**src/rtl/vmem_accum_seq_if.sv**
```systemverilog
// RAM-side bus of the accumulate-write vector sequencer: two async read ports
// (A/B) and one read-add-write port (C). The sequencer is master, the RAM is slave.
interface vmem_accum_seq_if #(
  parameter int ADDR_W = 32,
  parameter int DATA_W = 32
);
  logic [ADDR_W-1:0] vm_addr_a;
  logic [ADDR_W-1:0] vm_addr_b;
  logic [ADDR_W-1:0] vm_addr_c;
  logic [DATA_W-1:0] vm_wd;
  logic              vm_we;
  logic [DATA_W-1:0] vm_rv_a;
  logic [DATA_W-1:0] vm_rv_b;

  modport master (
    output vm_addr_a, vm_addr_b, vm_addr_c, vm_wd, vm_we,
    input  vm_rv_a, vm_rv_b
  );

  modport slave (
    input  vm_addr_a, vm_addr_b, vm_addr_c, vm_wd, vm_we,
    output vm_rv_a, vm_rv_b
  );
endinterface

```
**src/rtl/vmem_accum_seq.sv**
```systemverilog
// Vector accumulate sequencer: one element per clock, C[i] += A[i] op B[i].
// Optional VMEM_SEQ_REDUCE_EN adds a `reduce` input that pins the C address at dst.
module vmem_accum_seq #(
  parameter int ADDR_W = 32,
  parameter int DATA_W = 32,
  parameter int LEN_W  = 11
) (
  input  logic              clk,
  input  logic              reset,
  input  logic              start,
  input  logic              op,
  input  logic [ADDR_W-1:0] src_a,
  input  logic [ADDR_W-1:0] src_b,
  input  logic [ADDR_W-1:0] dst,
  input  logic [LEN_W-1:0]  len,
`ifdef VMEM_SEQ_REDUCE_EN
  input  logic              reduce,
`endif
  output logic              busy,
  output logic              done,
  vmem_accum_seq_if.master  vm
);

  localparam logic [1:0] IDLE = 2'd0;
  localparam logic [1:0] RUN  = 2'd1;
  localparam logic [1:0] DONE = 2'd2;

  localparam logic [ADDR_W-1:0] WORD_MASK = ~ADDR_W'(3);

  logic [1:0]        state;
  logic              op_q;
  logic [ADDR_W-1:0] base_a;
  logic [ADDR_W-1:0] base_b;
  logic [ADDR_W-1:0] base_c;
  logic [LEN_W-1:0]  len_q;
  logic [LEN_W-1:0]  cnt;

  logic [ADDR_W-1:0] offset;
  logic [ADDR_W-1:0] offset_c;
  logic [DATA_W-1:0] sum;
  logic [DATA_W-1:0] prod;

  always_ff @(posedge clk) begin
    if (reset) begin
      state  <= IDLE;
      op_q   <= 1'b0;
      base_a <= '0;
      base_b <= '0;
      base_c <= '0;
      len_q  <= '0;
      cnt    <= '0;
    end else begin
      case (state)
        IDLE: begin
          if (start) begin
            op_q   <= op;
            base_a <= src_a & WORD_MASK;
            base_b <= src_b & WORD_MASK;
            base_c <= dst & WORD_MASK;
            len_q  <= len;
            cnt    <= '0;
            state  <= (len == '0) ? DONE : RUN;
          end
        end
        RUN: begin
          if (cnt == len_q - LEN_W'(1)) begin
            cnt   <= '0;
            state <= DONE;
          end else begin
            cnt <= cnt + LEN_W'(1);
          end
        end
        DONE:    state <= IDLE;
        default: state <= IDLE;
      endcase
    end
  end

  // Element i sits at byte offset 4*i; all address sums wrap modulo 2^ADDR_W.
  assign offset = ADDR_W'(cnt) << 2;

`ifdef VMEM_SEQ_REDUCE_EN
  logic reduce_q;

  always_ff @(posedge clk) begin
    if (reset) begin
      reduce_q <= 1'b0;
    end else if (state == IDLE && start) begin
      reduce_q <= reduce;
    end
  end

  assign offset_c = reduce_q ? '0 : offset;
`else
  assign offset_c = offset;
`endif

  assign sum  = vm.vm_rv_a + vm.vm_rv_b;
  assign prod = vm.vm_rv_a * vm.vm_rv_b;

  // The RAM bus is driven only in RUN so the port stays quiet between commands.
  always_comb begin
    vm.vm_addr_a = '0;
    vm.vm_addr_b = '0;
    vm.vm_addr_c = '0;
    vm.vm_wd     = '0;
    vm.vm_we     = 1'b0;
    if (state == RUN) begin
      vm.vm_addr_a = base_a + offset;
      vm.vm_addr_b = base_b + offset;
      vm.vm_addr_c = base_c + offset_c;
      vm.vm_wd     = op_q ? prod : sum;
      vm.vm_we     = 1'b1;
    end
  end

  assign busy = (state != IDLE);
  assign done = (state == DONE);

endmodule

```
**src/flat_wrapper.sv**
```systemverilog
// flat-port wrapper written by rule: the top's interface ports become plain ports
module vmem_accum_seq_flat 
#(
  parameter int ADDR_W = 32,
  parameter int DATA_W = 32,
  parameter int LEN_W  = 11
)
  (clk, reset, start, op, src_a, src_b, dst, len, busy, done, vm_vm_addr_a, vm_vm_addr_b, vm_vm_addr_c, vm_vm_wd, vm_vm_we, vm_vm_rv_a, vm_vm_rv_b);
  vmem_accum_seq_if #(.ADDR_W(ADDR_W), .DATA_W(DATA_W)) vm_i ();
  input  logic clk;
  input  logic reset;
  input  logic start;
  input  logic op;
  input  logic [ADDR_W-1:0] src_a;
  input  logic [ADDR_W-1:0] src_b;
  input  logic [ADDR_W-1:0] dst;
  input  logic [LEN_W-1:0] len;
  output logic busy;
  output logic done;
  output wire logic [$bits(vm_i.vm_addr_a)-1:0] vm_vm_addr_a;
  output wire logic [$bits(vm_i.vm_addr_b)-1:0] vm_vm_addr_b;
  output wire logic [$bits(vm_i.vm_addr_c)-1:0] vm_vm_addr_c;
  output wire logic [$bits(vm_i.vm_wd)-1:0] vm_vm_wd;
  output wire logic [$bits(vm_i.vm_we)-1:0] vm_vm_we;
  input wire logic [$bits(vm_i.vm_rv_a)-1:0] vm_vm_rv_a;
  input wire logic [$bits(vm_i.vm_rv_b)-1:0] vm_vm_rv_b;
  assign vm_vm_addr_a = vm_i.vm_addr_a;
  assign vm_vm_addr_b = vm_i.vm_addr_b;
  assign vm_vm_addr_c = vm_i.vm_addr_c;
  assign vm_vm_wd = vm_i.vm_wd;
  assign vm_vm_we = vm_i.vm_we;
  assign vm_i.vm_rv_a = vm_vm_rv_a;
  assign vm_i.vm_rv_b = vm_vm_rv_b;
  vmem_accum_seq #(.ADDR_W(ADDR_W), .DATA_W(DATA_W), .LEN_W(LEN_W)) u_core (.clk(clk), .reset(reset), .start(start), .op(op), .src_a(src_a), .src_b(src_b), .dst(dst), .len(len), .busy(busy), .done(done), .vm(vm_i));
endmodule
```
**config.mk**
```make
export PLATFORM = sky130hd
export DESIGN_NAME = vmem_accum_seq_flat
export DESIGN_NICKNAME = d
export VERILOG_FILES = /design/src/rtl/vmem_accum_seq_if.sv /design/src/rtl/vmem_accum_seq.sv /design/src/flat_wrapper.sv
export SDC_FILE = /design/constraint.sdc
export NUM_CORES = 2
export LEC_CHECK = 0
export CORE_MARGIN = 3
export CORE_UTILIZATION = 53
export CTS_CLUSTER_DIAMETER = 40
export DETAILED_ROUTE_END_ITERATION = 10
export PLACE_DENSITY = 0.77
export RECOVER_POWER = 100
export SYNTH_ARGS = -nofsm -noshare
export SYNTH_HDL_FRONTEND = slang
export SYNTH_SLANG_ARGS = --single-unit
```
**constraint.sdc**
```tcl
create_clock -name clk -period 7.6 [get_ports clk]
set_input_delay 0.76 -clock clk [delete_from_list [all_inputs] [get_ports clk]]
set_output_delay 0.76 -clock clk [all_outputs]
set_load 0.1 [all_outputs]
```
==> impl_results.rst <==
.. list-table::
   :header-rows: 1

   * - Metric
     - Value
   * - Most common cell after layout, fill and taps aside
     - nand2_1
   * - Period Utilization, post-route
     - 1.10
   * - Antenna violations before repair
     - 12
   * - Endpoint arrival time on the critical path
     - between 7000 and 8000 ps
   * - Number of enable-type register cells in the synthesized netlist
     - 0
   * - Final worst slack
     - -766 ps
   * - Area of the multi-input gates
     - 21,400 um^2
   * - TritonCTS clock tree
     - yes
   * - Total count of max-transition violations in the final report
     - around 190
   * - Sequential-to-total area share from yosys stat
     - 0.0932
   * - Area growth from synthesis to final layout
     - 32.8%
   * - Share of layout cells above drive strength 1
     - 0.188
   * - Effective utilization at floorplan
     - 0.541
   * - Violations in the final reports
     - max-capacitance violations, max-slew violations, negative setup slack
   * - Count of antenna-violating nets left after detailed routing
     - 0
   * - Core area
     - 45,700 um^2
   * - Final Hold Vio Count
     - 0
   * - Total wirelength of the detailed-routed design
     - ~86,000 um
   * - Number of buffer and inverter stages on the critical path
     - 8
   * - Clock transition time at the flip-flop clock pins of the worst setup and hold paths
     - roughly 60 ps
   * - Detail-routed net length per standard cell
     - about 21 um
   * - Sequential Area
     - 2300 um^2
   * - Routed via count divided by cell count
     - 5.63
   * - Number of instances in the synthesized netlist
     - 2,990
   * - Top Ports
     - 306
   * - Required time of the critical path
     - 6840 ps
   * - Maximum single-stage delay on the critical path
     - 580 ps
   * - Start-to-end type of the worst setup path
     - primary input to primary output
   * - Clock Sink Count
     - 115
   * - Cell with the largest stage delay on the worst path
     - fa_1
   * - Overall die area
     - between 40,000 and 50,000 um^2
   * - GRT Overall Usage
     - 0.351
   * - Width of the die
     - 222 um
   * - Synthesis warning total
     - 0
   * - Mean instance size in the synthesized netlist
     - between 8 and 9 um^2
   * - Maximum number of pins on one net before global-route repair
     - just under 90
   * - Tightest slew margin relative to the limit
     - -1.27
   * - First-pass GRT wire length
     - 137,000 um
   * - Residual DRC count
     - 0
   * - #FFs+latches synth
     - between 100 and 150
   * - Overall overflow remaining after global route
     - 0
   * - Final worst path period need
     - 8370 ps
   * - Outcome
     - finished, violations left
   * - Net count of the finished layout
     - between 4,000 and 5,000
   * - Cell row count
     - 78
   * - Master cell of the clock root buffer
     - clkbuf_16
   * - Stages on the worst setup path
     - 26
   * - Max-cap violation count
     - 3
   * - Setup repair after global routing missed its margin
     - yes
   * - Measured slew at the worst slew-check pin
     - 3400 ps
   * - Crit-path most repeated cell
     - fa_1
   * - Share of the core filled with cells in the final layout
     - 0.718
   * - Distinct cell type count after synthesis
     - 70
   * - Number of global-route vias before repair
     - 25,000
   * - FFs w/ async S/R, synth
     - 0
   * - Htree depth
     - 4
   * - Worst Hold Depth
     - 2
   * - Kind of capture point of the worst setup path
     - primary output
   * - Post-Syn Area
     - 24,700 um^2
   * - Placer's final routability congestion estimate
     - 0.986
   * - Fillers
     - 3,414
   * - 1st-pass router iterations
     - 5
   * - Max Freq
     - 120 MHz
   * - Number of cell instances on the worst register-to-register path
     - 5
   * - Delay-heaviest family, CP
     - adder cells
   * - Class of the most critical hold timing path
     - flop to flop
   * - Overall via count from detail_route
     - 23,200
   * - Worst Setup Start Kind
     - primary input
   * - Number of setup violations in the final report
     - 19
   * - First DRT Iteration DRCs
     - 1,821
   * - IO Port Bufs
     - roughly 290
   * - Number of buffers inserted during clock tree synthesis
     - 17
   * - Maximum number of buffers from clock root to sink
     - 2
   * - Final worst clock skew
     - 5.24 ps
   * - Most frequent cells in the layout
     - 475 x nand2_1, 385 x inv_1, 369 x fa_1
   * - Commonest register cell after synthesis
     - dfxtp_1
   * - DP HPWL
     - between 60,000 and 70,000 um
   * - Crit-path max FO
     - 5
   * - Worst-Skew Late Latency
     - 430 ps
   * - Chip height
     - ~220 um
==> sequential cells by signal, summed over array words and instances, names as in the netlist <==
| signal | flops |
|---|---|
| u_core.len_q | 11 |
| u_core.base_c | 30 |
| u_core.state | 2 |
| u_core.op_q | 1 |
| u_core.base_a | 30 |
| u_core.cnt | 11 |
| u_core.base_b | 30 |
==> routing by layer <==
metal | global-route usage | share of wire
met4 | 0.149 | 0.049
met1 | 0.445 | 0.38
met3 | 0.0704 | 0.087
met2 | 0.588 | 0.48
met5 | 0 | 0.00060
==> through the flow <==
stage,setup TNS [ps],hold WS [ps],worst slack (ps),instances,cell area [um^2]
after detailed placement,-17410,453,-1310,3988,30600
final,-10590,461,-766,4114,32800
after global placement,-16150,448,-1190,3988,30600
after floorplan,-2810,440,-447,2995,25100
after global routing,-13810,477,-962,4107,32800
after CTS,-9410,463,-790,4094,32600
==> worst register-to-register path, cell delays in order (launching register included) <==
cell      delay (ps)
dfxtp_1          370
nor2_1           310
and2_0          1020
clkbuf_1        2460
nand2_1          600
a21oi_1          280
==> path summary, 6_finish.rpt <==
kind | from | end | slack, ps
worst max-delay path | vm_vm_rv_b[12] | vm_vm_wd[28] | -770
worst min-delay path | u_core.base_a[10] | u_core.base_a[10] | 460
worst max register to register | u_core.state[0] | u_core.base_c[10] | 2470
worst min register to register | u_core.base_a[10] | u_core.base_a[10] | 460
==> Yosys cell counts (5+ instances only) <==
| cell | n | share of area |
|---|---|---|
| nor3_1 | 32 | 0.0065 |
| buf_4 | 6 | 0.0018 |
| dfxtp_1 | 115 | 0.093 |
| and2_1 | 321 | 0.081 |
| a31oi_1 | 7 | 0.0018 |
| nand3_1 | 26 | 0.0053 |
| or3_1 | 13 | 0.0033 |
| clkbuf_1 | 134 | 0.020 |
| and3_1 | 23 | 0.0058 |
| fa_1 | 412 | 0.33 |
| nor2_1 | 152 | 0.023 |
| nand2_1 | 479 | 0.073 |
| o211ai_1 | 25 | 0.0076 |
| ha_1 | 189 | 0.096 |
| xor2_1 | 95 | 0.034 |
| o21a_1 | 12 | 0.0036 |
| o21ai_1 | 7 | 0.0014 |
| a211oi_1 | 14 | 0.0043 |
| mux2i_1 | 7 | 0.0028 |
| nand3b_1 | 7 | 0.0021 |
| o2111ai_1 | 7 | 0.0025 |
| nor4_1 | 5 | 0.0013 |
| nand2b_1 | 8 | 0.0020 |
| a21oi_1 | 184 | 0.037 |
| o21bai_1 | 14 | 0.0043 |
| xnor2_1 | 107 | 0.038 |
| or2_2 | 8 | 0.0020 |
| a21o_1 | 33 | 0.010 |
| o21ai_0 | 38 | 0.0077 |
| nand4_1 | 26 | 0.0066 |
| inv_1 | 414 | 0.063 |
==> timing repair <==
item / 4_1_cts / 5_1_grt
pin swaps: 170 / 96
buffers inserted: 68 / 15
endpoints found under the setup margin: 21 / 21
gates cloned: 6 / 0
endpoints found under the hold margin: 0 / 0
hold buffers: 0 / 0
resized for setup: 293 / 83
==> area by class of cell <==
type,count,share of cell area
Antenna cell,9,0.000687
Inverter,414,0.0474
Clock buffer,17,0.0130
Tap cell,600,0.0229
Multi-Input combinational cell,2318,0.651
Timing Repair Buffer,626,0.189
Sequential cell,115,0.0702
Clock inverter,15,0.00599
==> cells by family after synthesis <==
logic type / synth area share
and+or+nand+nor: 0.219
adders and majority gates: 0.430
buffers and inverters: 0.0876
AOI/OAI and AO/OA: 0.0946
xor gates and xnor gates: 0.0716
DFF: 0.0932
muxes: 0.00375
other: 0.000152
Power is not shown: default switching activity piles up to over one toggle a cycle in this logic, so the estimate is an artifact.
